===== config.mk =====
export PLATFORM = sky130hd
export DESIGN_NAME = ppu_sync_monitor
export DESIGN_NICKNAME = d
export VERILOG_FILES = /design/src/rtl/ppu_sync_monitor.sv
export SDC_FILE = /design/constraint.sdc
export NUM_CORES = 1
export LEC_CHECK = 0
export ABC_AREA = 0
export CAP_MARGIN = 25
export CORE_UTILIZATION = 60
export CTS_CLUSTER_DIAMETER = 30
export DETAILED_ROUTE_END_ITERATION = 6
export HOLD_SLACK_MARGIN = 0.08
export PLACE_DENSITY = 0.85
export SLEW_MARGIN = 20
export SYNTH_ARGS = -nofsm -noshare
export SYNTH_HDL_FRONTEND = slang
export SYNTH_SLANG_ARGS = --single-unit
export TNS_END_PERCENT = 5

===== constraint.sdc =====
create_clock -name clock -period 5.3 [get_ports clock]
set_clock_uncertainty 0.15 [all_clocks]
set_input_delay 1.06 -clock clock [delete_from_list [all_inputs] [get_ports clock]]
set_output_delay 1.06 -clock clock [all_outputs]
set_load 0.1 [all_outputs]

===== src/rtl/ppu_sync_monitor.sv =====
// rtl/ppu_sync_monitor.sv - PPU2 blanking resynchroniser, line/frame timing monitor and lock tracker
// Optional LED pulse stretching: define PPU_SYNC_MONITOR_LED_STRETCH_EN.
module ppu_sync_monitor #(
  parameter int SYNC_STAGES    = 2,
  parameter int CNT_W          = 16,
  parameter int STRETCH_CYCLES = 1200000
) (
  input  logic             clock,
  input  logic             reset_n,
  input  logic             xin_tick,
  input  logic             ppu2_vblank,
  input  logic             ppu2_hblank,
  input  logic             clear_error,
  output logic [CNT_W-1:0] line_length,
  output logic [CNT_W-1:0] frame_lines,
  output logic [CNT_W-1:0] frame_count,
  output logic             locked,
  output logic             sync_error,
  output logic             led7,
  output logic             led8
);

  typedef enum logic [1:0] {ST_IDLE, ST_ACQUIRE, ST_LOCKED} state_e;

  localparam logic [CNT_W-1:0] CNT_MAX = '1;

  // Reject configurations the synchroniser and stretcher cannot support.
  if (SYNC_STAGES < 2 || STRETCH_CYCLES < 1) begin : g_bad_param
    $error("ppu_sync_monitor: SYNC_STAGES must be >= 2 and STRETCH_CYCLES >= 1");
  end

  state_e           state_q, state_d;
  logic [SYNC_STAGES-1:0] vb_sync_q, hb_sync_q;
  logic             vb_prev_q, hb_prev_q;
  logic             vb_lvl, hb_lvl, vb_rise, hb_rise;
  logic [CNT_W-1:0] line_cnt_q, line_cnt_d, lines_cnt_q, lines_cnt_d;
  logic [CNT_W-1:0] line_length_q, line_length_d, frame_lines_q, frame_lines_d;
  logic [CNT_W-1:0] frame_count_q, frame_count_d, ref_lines_q, ref_lines_d;
  logic [CNT_W-1:0] line_total, lines_total;
  logic             sync_error_q, sync_error_d, err_set, timeout;

  // Resynchronise the asynchronous blank inputs and keep the previous level for edge detection.
  always_ff @(posedge clock or negedge reset_n) begin
    if (!reset_n) begin
      vb_sync_q <= '0;
      hb_sync_q <= '0;
      vb_prev_q <= 1'b0;
      hb_prev_q <= 1'b0;
    end else begin
      vb_sync_q <= {vb_sync_q[SYNC_STAGES-2:0], ppu2_vblank};
      hb_sync_q <= {hb_sync_q[SYNC_STAGES-2:0], ppu2_hblank};
      vb_prev_q <= vb_lvl;
      hb_prev_q <= hb_lvl;
    end
  end

  assign vb_lvl  = vb_sync_q[SYNC_STAGES-1];
  assign hb_lvl  = hb_sync_q[SYNC_STAGES-1];
  assign vb_rise = vb_lvl & ~vb_prev_q;
  assign hb_rise = hb_lvl & ~hb_prev_q;

  // Saturating totals include the event arriving in the closing cycle.
  assign line_total  = (line_cnt_q == CNT_MAX)  ? CNT_MAX : line_cnt_q + CNT_W'(xin_tick);
  assign lines_total = (lines_cnt_q == CNT_MAX) ? CNT_MAX : lines_cnt_q + CNT_W'(hb_rise);
  assign timeout     = (state_q != ST_IDLE) && (line_cnt_q == CNT_MAX);

  // Measurement counters: capture totals on blank edges, otherwise keep counting.
  always_comb begin
    line_cnt_d    = line_total;
    line_length_d = line_length_q;
    lines_cnt_d   = lines_total;
    frame_lines_d = frame_lines_q;
    frame_count_d = frame_count_q;
    if (hb_rise) begin
      line_length_d = line_total;
      line_cnt_d    = '0;
    end
    if (vb_rise) begin
      frame_lines_d = lines_total;
      lines_cnt_d   = '0;
      if (state_q != ST_IDLE) frame_count_d = frame_count_q + CNT_W'(1);
    end
  end

  // Lock FSM next state, reference capture and sticky error with set-over-clear priority.
  always_comb begin
    state_d     = state_q;
    ref_lines_d = ref_lines_q;
    err_set     = 1'b0;
    case (state_q)
      ST_IDLE: begin
        if (vb_rise) state_d = ST_ACQUIRE;
      end
      ST_ACQUIRE: begin
        if (vb_rise) begin
          ref_lines_d = lines_total;
          state_d     = ST_LOCKED;
        end
      end
      ST_LOCKED: begin
        if (vb_rise) begin
          if (lines_total != ref_lines_q) err_set = 1'b1;
          ref_lines_d = lines_total;
        end
      end
      default: state_d = ST_IDLE;
    endcase
    if (timeout) begin
      err_set = 1'b1;
      state_d = ST_IDLE;
    end
    sync_error_d = err_set ? 1'b1 : (clear_error ? 1'b0 : sync_error_q);
  end

  // FSM state register.
  always_ff @(posedge clock or negedge reset_n) begin
    if (!reset_n) state_q <= ST_IDLE;
    else          state_q <= state_d;
  end

  // Datapath registers.
  always_ff @(posedge clock or negedge reset_n) begin
    if (!reset_n) begin
      line_cnt_q    <= '0;
      lines_cnt_q   <= '0;
      line_length_q <= '0;
      frame_lines_q <= '0;
      frame_count_q <= '0;
      ref_lines_q   <= '0;
      sync_error_q  <= 1'b0;
    end else begin
      line_cnt_q    <= line_cnt_d;
      lines_cnt_q   <= lines_cnt_d;
      line_length_q <= line_length_d;
      frame_lines_q <= frame_lines_d;
      frame_count_q <= frame_count_d;
      ref_lines_q   <= ref_lines_d;
      sync_error_q  <= sync_error_d;
    end
  end

  assign line_length = line_length_q;
  assign frame_lines = frame_lines_q;
  assign frame_count = frame_count_q;
  assign sync_error  = sync_error_q;
  assign locked      = (state_q == ST_LOCKED);

`ifdef PPU_SYNC_MONITOR_LED_STRETCH_EN
  localparam int STRETCH_W = $clog2(STRETCH_CYCLES + 1);
  localparam logic [STRETCH_W-1:0] STRETCH_LOAD = STRETCH_W'(STRETCH_CYCLES);

  logic [STRETCH_W-1:0] led7_cnt_q, led7_cnt_d, led8_cnt_q, led8_cnt_d;

  // Pulse stretchers: reload on every edge, count down to zero otherwise.
  always_comb begin
    led7_cnt_d = (led7_cnt_q != '0) ? led7_cnt_q - STRETCH_W'(1) : '0;
    led8_cnt_d = (led8_cnt_q != '0) ? led8_cnt_q - STRETCH_W'(1) : '0;
    if (vb_rise) led7_cnt_d = STRETCH_LOAD;
    if (hb_rise) led8_cnt_d = STRETCH_LOAD;
  end

  // Stretch counter registers.
  always_ff @(posedge clock or negedge reset_n) begin
    if (!reset_n) begin
      led7_cnt_q <= '0;
      led8_cnt_q <= '0;
    end else begin
      led7_cnt_q <= led7_cnt_d;
      led8_cnt_q <= led8_cnt_d;
    end
  end

  assign led7 = (led7_cnt_q != '0);
  assign led8 = (led8_cnt_q != '0);
`else
  assign led7 = vb_lvl;
  assign led8 = hb_lvl;
`endif

endmodule


Yosys cells after proc, flatten, opt, wreduce, memory -nomap -nowiden
Cells that the tools add are included.
- add/sub/neg operators: 3
- eq/ne operators: 8
- multiplexer cells: 14
- bitwise operators: 4
- reduce and logical (&&, ||, !) cells: 8
- operators by type and width (kind ; count):
    2-to-1 mux 16 bit ; 4
    adder 16 x 1 -> 16 bit ; 2
    == test 16 bit, second input constant ; 2
    adder 16 x 1 -> 16 bit, second input constant ; 1
    != test 16 bit ; 1
    2-to-1 mux 1 bit ; 6
    2-to-1 mux 2 bit ; 3
    != test 3 bit, second input constant ; 2
    case mux 2 bit (3 select lines) ; 1
    AND reduction 2 bit ; 2
    nonzero test 2 bit ; 2
    AND reduction 3 bit ; 1
    bitwise AND 1 bit ; 2
    == test 2 x 1 -> 1 bit, second input constant ; 1
    == test 2 bit, second input constant ; 1
    zero test 2 bit ; 1
    != test 2 x 1 -> 1 bit, second input constant ; 1
    NOT 1 bit ; 2
    OR reduction 2 bit ; 1
    logical AND 1 bit ; 1
- flip-flop bits (word level): 105
- input port bits: 6
- output and inout bits: 52
- word-level logic and storage cells: 49

Logic depth before layout (Yosys ltp)
- depth after elaboration: 10
- gate-level depth with buffers: 12
- depth with buffers taken out: 10

Worst setup path after synthesis
No wires, ideal clock.
- path kind: reg-to-reg
- from: register hb_sync_q[1]
- to: register sync_error_q (netlist: sync_error)
- library setup time: 0.131 ns
- arrival: 3.532 ns
- data required time: 5.019 ns
- setup slack: 1.486 ns
- cell stages (with the launch flop): 13
- path buffers: 2
- period minus slack after synthesis: 3.814 ns
- path through: dfrtp_1 nor2b_1 clkbuf_1 clkbuf_1 and2_1 ha_1 and3_1 nand3_1 a221oi_1 nand4_1 or4_1 nor4_1 a21oi_1
- word-level cells in the longest chain between the ends: 9
- elaborated cells on any way between the ends: 10
- classes of those cells: add/sub (1); eq/ne (1); mux (6); bitwise (1); reduce/logical (1)
- RTL lines (item ; RTL line ; source):
    start: declaration ; 33 ; logic [SYNC_STAGES-1:0] vb_sync_q, hb_sync_q;
    start signal: assignment ; 51 ; hb_sync_q <= {hb_sync_q[SYNC_STAGES-2:0], ppu2_hblank};
    bitwise AND 1 bit (*) ; 60 ; assign hb_rise = hb_lvl & ~hb_prev_q;
    adder 16 x 1 -> 16 bit (*) ; 64 ; assign lines_total = (lines_cnt_q == CNT_MAX) ? CNT_MAX : lines_cnt_q + CNT_W'(hb_rise);
    2-to-1 mux 16 bit (*) ; 64 ;
    != test 16 bit (*) ; 102 ; if (lines_total != ref_lines_q) err_set = 1'b1;
    2-to-1 mux 1 bit (*) ; 102 ;
    2-to-1 mux 1 bit (*) ; 101 ; if (vb_rise) begin
    2-to-1 mux 1 bit (*) ; 90 ; case (state_q)
    2-to-1 mux 1 bit (*) ; 108 ; if (timeout) begin
    2-to-1 mux 1 bit / nonzero test 2 bit (equally long branches) ; n/a ;
    end signal: assignment ; 138 ; sync_error_q <= sync_error_d;
    end: declaration ; 40 ; logic sync_error_q, sync_error_d, err_set, timeout;
Every way passes the cells marked *; elsewhere a longest branch is shown, timed or not.
A chain may end at the register's enable or synchronous reset.

Final worst setup path
Ends and elaborated chain as after synthesis.

==> impl_results.md <==
- Number of top-level pins: 58
- Post-synth EDFFs: 0
- Avg Synthesized Cell Area: 9.43 um^2
- CP arrival: 3.64 ns
- Worst-margin pin slew: 0.994 ns
- Fin. max-slew vios: 0
- Nets: 581
- Area Growth Syn to Fin: 17.9%
- Initial Util: 62.5%
- Post-route ant nets: 0
- Pin count of the biggest net entering global routing: 73
- Worst EP required: 5.41 ns
- Minimum clock period: 3.53 ns
- Slew HR: 33.5%
- CP max FO: 51
- Crit path max-delay family: simple AND/OR/NAND/NOR gates
- GR Util All Layers: 27.2%
- DR pass1 iterations: 5
- CTS Sinks: 105
- Max Cap Viol: 0
- Most common cell after layout, fill and taps aside: dfrtp_1
- CP Launch Type: flip-flop
- Gate count after technology mapping: 517
- Sequential fraction of the synthesis area: 53.9%
- # rows: 32
- Hold crit path type: flip-flop to flip-flop
- Final setup TNS: 0 ns
- Cell area after synthesis: 0.00488 mm^2
- Top FF cell, synth: dfrtp_1
- Detailed Route WL: 10800 um
- CTS root buf: clkbuf_8
- Most frequent cells in the layout: 105 x dfrtp_1, 99 x nor2_1, 56 x nand2_1, 56 x clkdlybuf4s50_1, 38 x o21ai_0
- Fin crit share: 66.6%
- Dpl cell area: 0.00553 mm^2
- Initial DRC Count: 351
- Clock buffer depth: 2
- Die height: 92.2 um
- Bufs and invs on worst path: 1
- Post-place setup slack: 1.84 ns
- Filler Cell Count: 573
- Setup bufs post-CTS: 0
- Leakage: 0.00253 uW
- Vias: 3888
- Power density over the cells: 383 mW/mm^2
- CTS clk-pin slew, worst paths: 0.10 ns
- TritonCTS Buffers: 9
- Post-synth net total: 531
- Port-buffer cells: 57
- Worst hold margin: 0.213 ns
- Core area: 0.00781 mm^2
- Final instance area: 0.00575 mm^2
- Fmax: 283 MHz
- H-tree Lvls: 3
- Post-CTS Hold Fix Bufs: 0
- Layout cells sized above 1: 5.07%
- Outcome: finished clean
- Yosys warns: 0
- Routed wire length per instance: 16.1 um
- Final RePlAce weighted congestion: 0.935
- Die Area: 0.00849 mm^2
- Initial antenna violation count: 0
- Total area of sequential cells: 0.00263 mm^2
- CTS tree: done
- Async SR Flop Fraction: 100%
- Final worst slack: 1.77 ns
- Sequence of cells on the critical path: nor2b_4 > buf_4 > and2_1 > ha_1 > nand3_1 > nor4_1 > mux2i_1 > xnor2_1 > a221oi_1 > and4_1 > a21oi_1
- # resized after CTS: 0
- Vias in the first global route: 3651
- RSZ-0062 raised after global routing: false
- Die W: 92.2 um
- Critical Path Sink Type: flip-flop
- Yosys reg bits: 105
- First-pass GRT wire length: 17800 um
- Clk_lat worst skew: 0.38 ns
- Yosys cell types: 45
- Vias per cell: 5.77
- Crit Path Category: flip-flop to flip-flop
- Hold Fails Final Rpt: 0
- Total grt overflow: 0
- # diodes: 0
- Final setup fails: 0
- Post-route DRC: 0
- DPL Wire Length: 7430 um
- Area of the multi-input gates: 0.00210 mm^2
- Peak supply drop: 0.000497 V
- Crit-path slowest cell: mux2i_1
- Worst path max stage delay: 0.47 ns
==> cell usage after synthesis, types with 3 or more instances <==
cell,instances,area (um^2)
nor2_1,99,372
xor2_1,18,158
inv_1,18,67.6
nor4_1,7,43.8
clkbuf_1,20,75.1
ha_1,8,100
buf_2,3,15.0
nor2b_1,8,50.1
dfrtp_1,105,2630
nand2b_1,3,18.8
and4_1,4,35.0
nand4_1,12,75.1
a21oi_1,24,120
nand2_1,56,210
a22o_1,4,35.0
mux2i_1,4,40.0
nor3_1,8,40.0
and3_1,3,18.8
or4_1,5,37.5
a221oi_1,3,26.3
o21ai_0,38,190
nand3_1,17,85.1
xnor2_1,21,184
==> per-layer routing <==
metal,vias up,GRT usage (%),part of all wire [%]
met4,0,7.16,1.3
met5,-,0,0
li1,1848,-,-
met3,15,7.71,7.3
met2,149,40.1,45
met1,1876,39.8,47
==> state kept, by name (all words and copies together) (netlist names) <==
register     flops
frame_count     16
state_q          2
line_length     16
ref_lines_q     16
sync_error       1
hb_prev_q        1
line_cnt_q      16
hb_sync_q        2
vb_sync_q        2
frame_lines     16
vb_prev_q        1
lines_cnt_q     16
==> stage by stage <==
stage,total power [uW],cells,util [%]
2_1_floorplan,1490,517,-
3_3_place_gp,1660,658,70.8
4_1_cts,2220,674,73.6
6_report,2200,674,73.6
3_5_place_dp,1670,658,70.8
5_1_grt,2300,674,73.6
==> kinds of logic after synthesis <==
family	count (synthesis)	share of synthesized area (%)
adders and majority gates	8	2.05
xor gates and xnor gates	39	7.00
muxes	5	1.05
buffers and inverters	41	3.23
AOI/OAI and AO/OA	85	10.3
DFF	105	53.9
and+or+nand+nor	234	22.5
==> report_power, final <==
group	switching (uW)	leakage, uW	internal (uW)
clock	297	0.000112	243
sequential	76.0	0.00140	877
combinational	525	0.00102	183
==> final timing paths <==
| check | start | end | slack (ns) | depth (start not counted) |
|---|---|---|---|---|
| setup / recovery | hb_sync_q[1] | sync_error | 1.77 | 11 |
| hold / removal | vb_sync_q[0] | vb_sync_q[1] | 0.21 | 0 |
| setup reg to reg | hb_sync_q[1] | sync_error | 1.77 | 11 |
| hold reg to reg | vb_sync_q[0] | vb_sync_q[1] | 0.21 | 0 |
| max in group asynchronous | reset_n | hb_prev_q | 3.39 | 2 |
| min in group asynchronous | reset_n | frame_lines[8] | 0.63 | 1 |
==> worst register-to-register path, delay by kind of cell (launching register included) <==
family	cells	cell delay, ns
DFF	1	0.42
xor gates and xnor gates	1	0.14
AOI/OAI and AO/OA	2	0.31
muxes	1	0.47
and+or+nand+nor	5	1.31
buffers and inverters	1	0.40
adders and majority gates	1	0.23
==> layout make-up <==
type / count / area share, %
timing repair buffer: 62 / 10.5
inverter: 18 / 1.18
sequential: 105 / 45.7
tap: 102 / 2.22
clock buffer: 10 / 2.39
multi-input combinational: 371 / 36.5
clock inverter: 6 / 1.46
No activity file was read; power rests on OpenSTA's default activity.
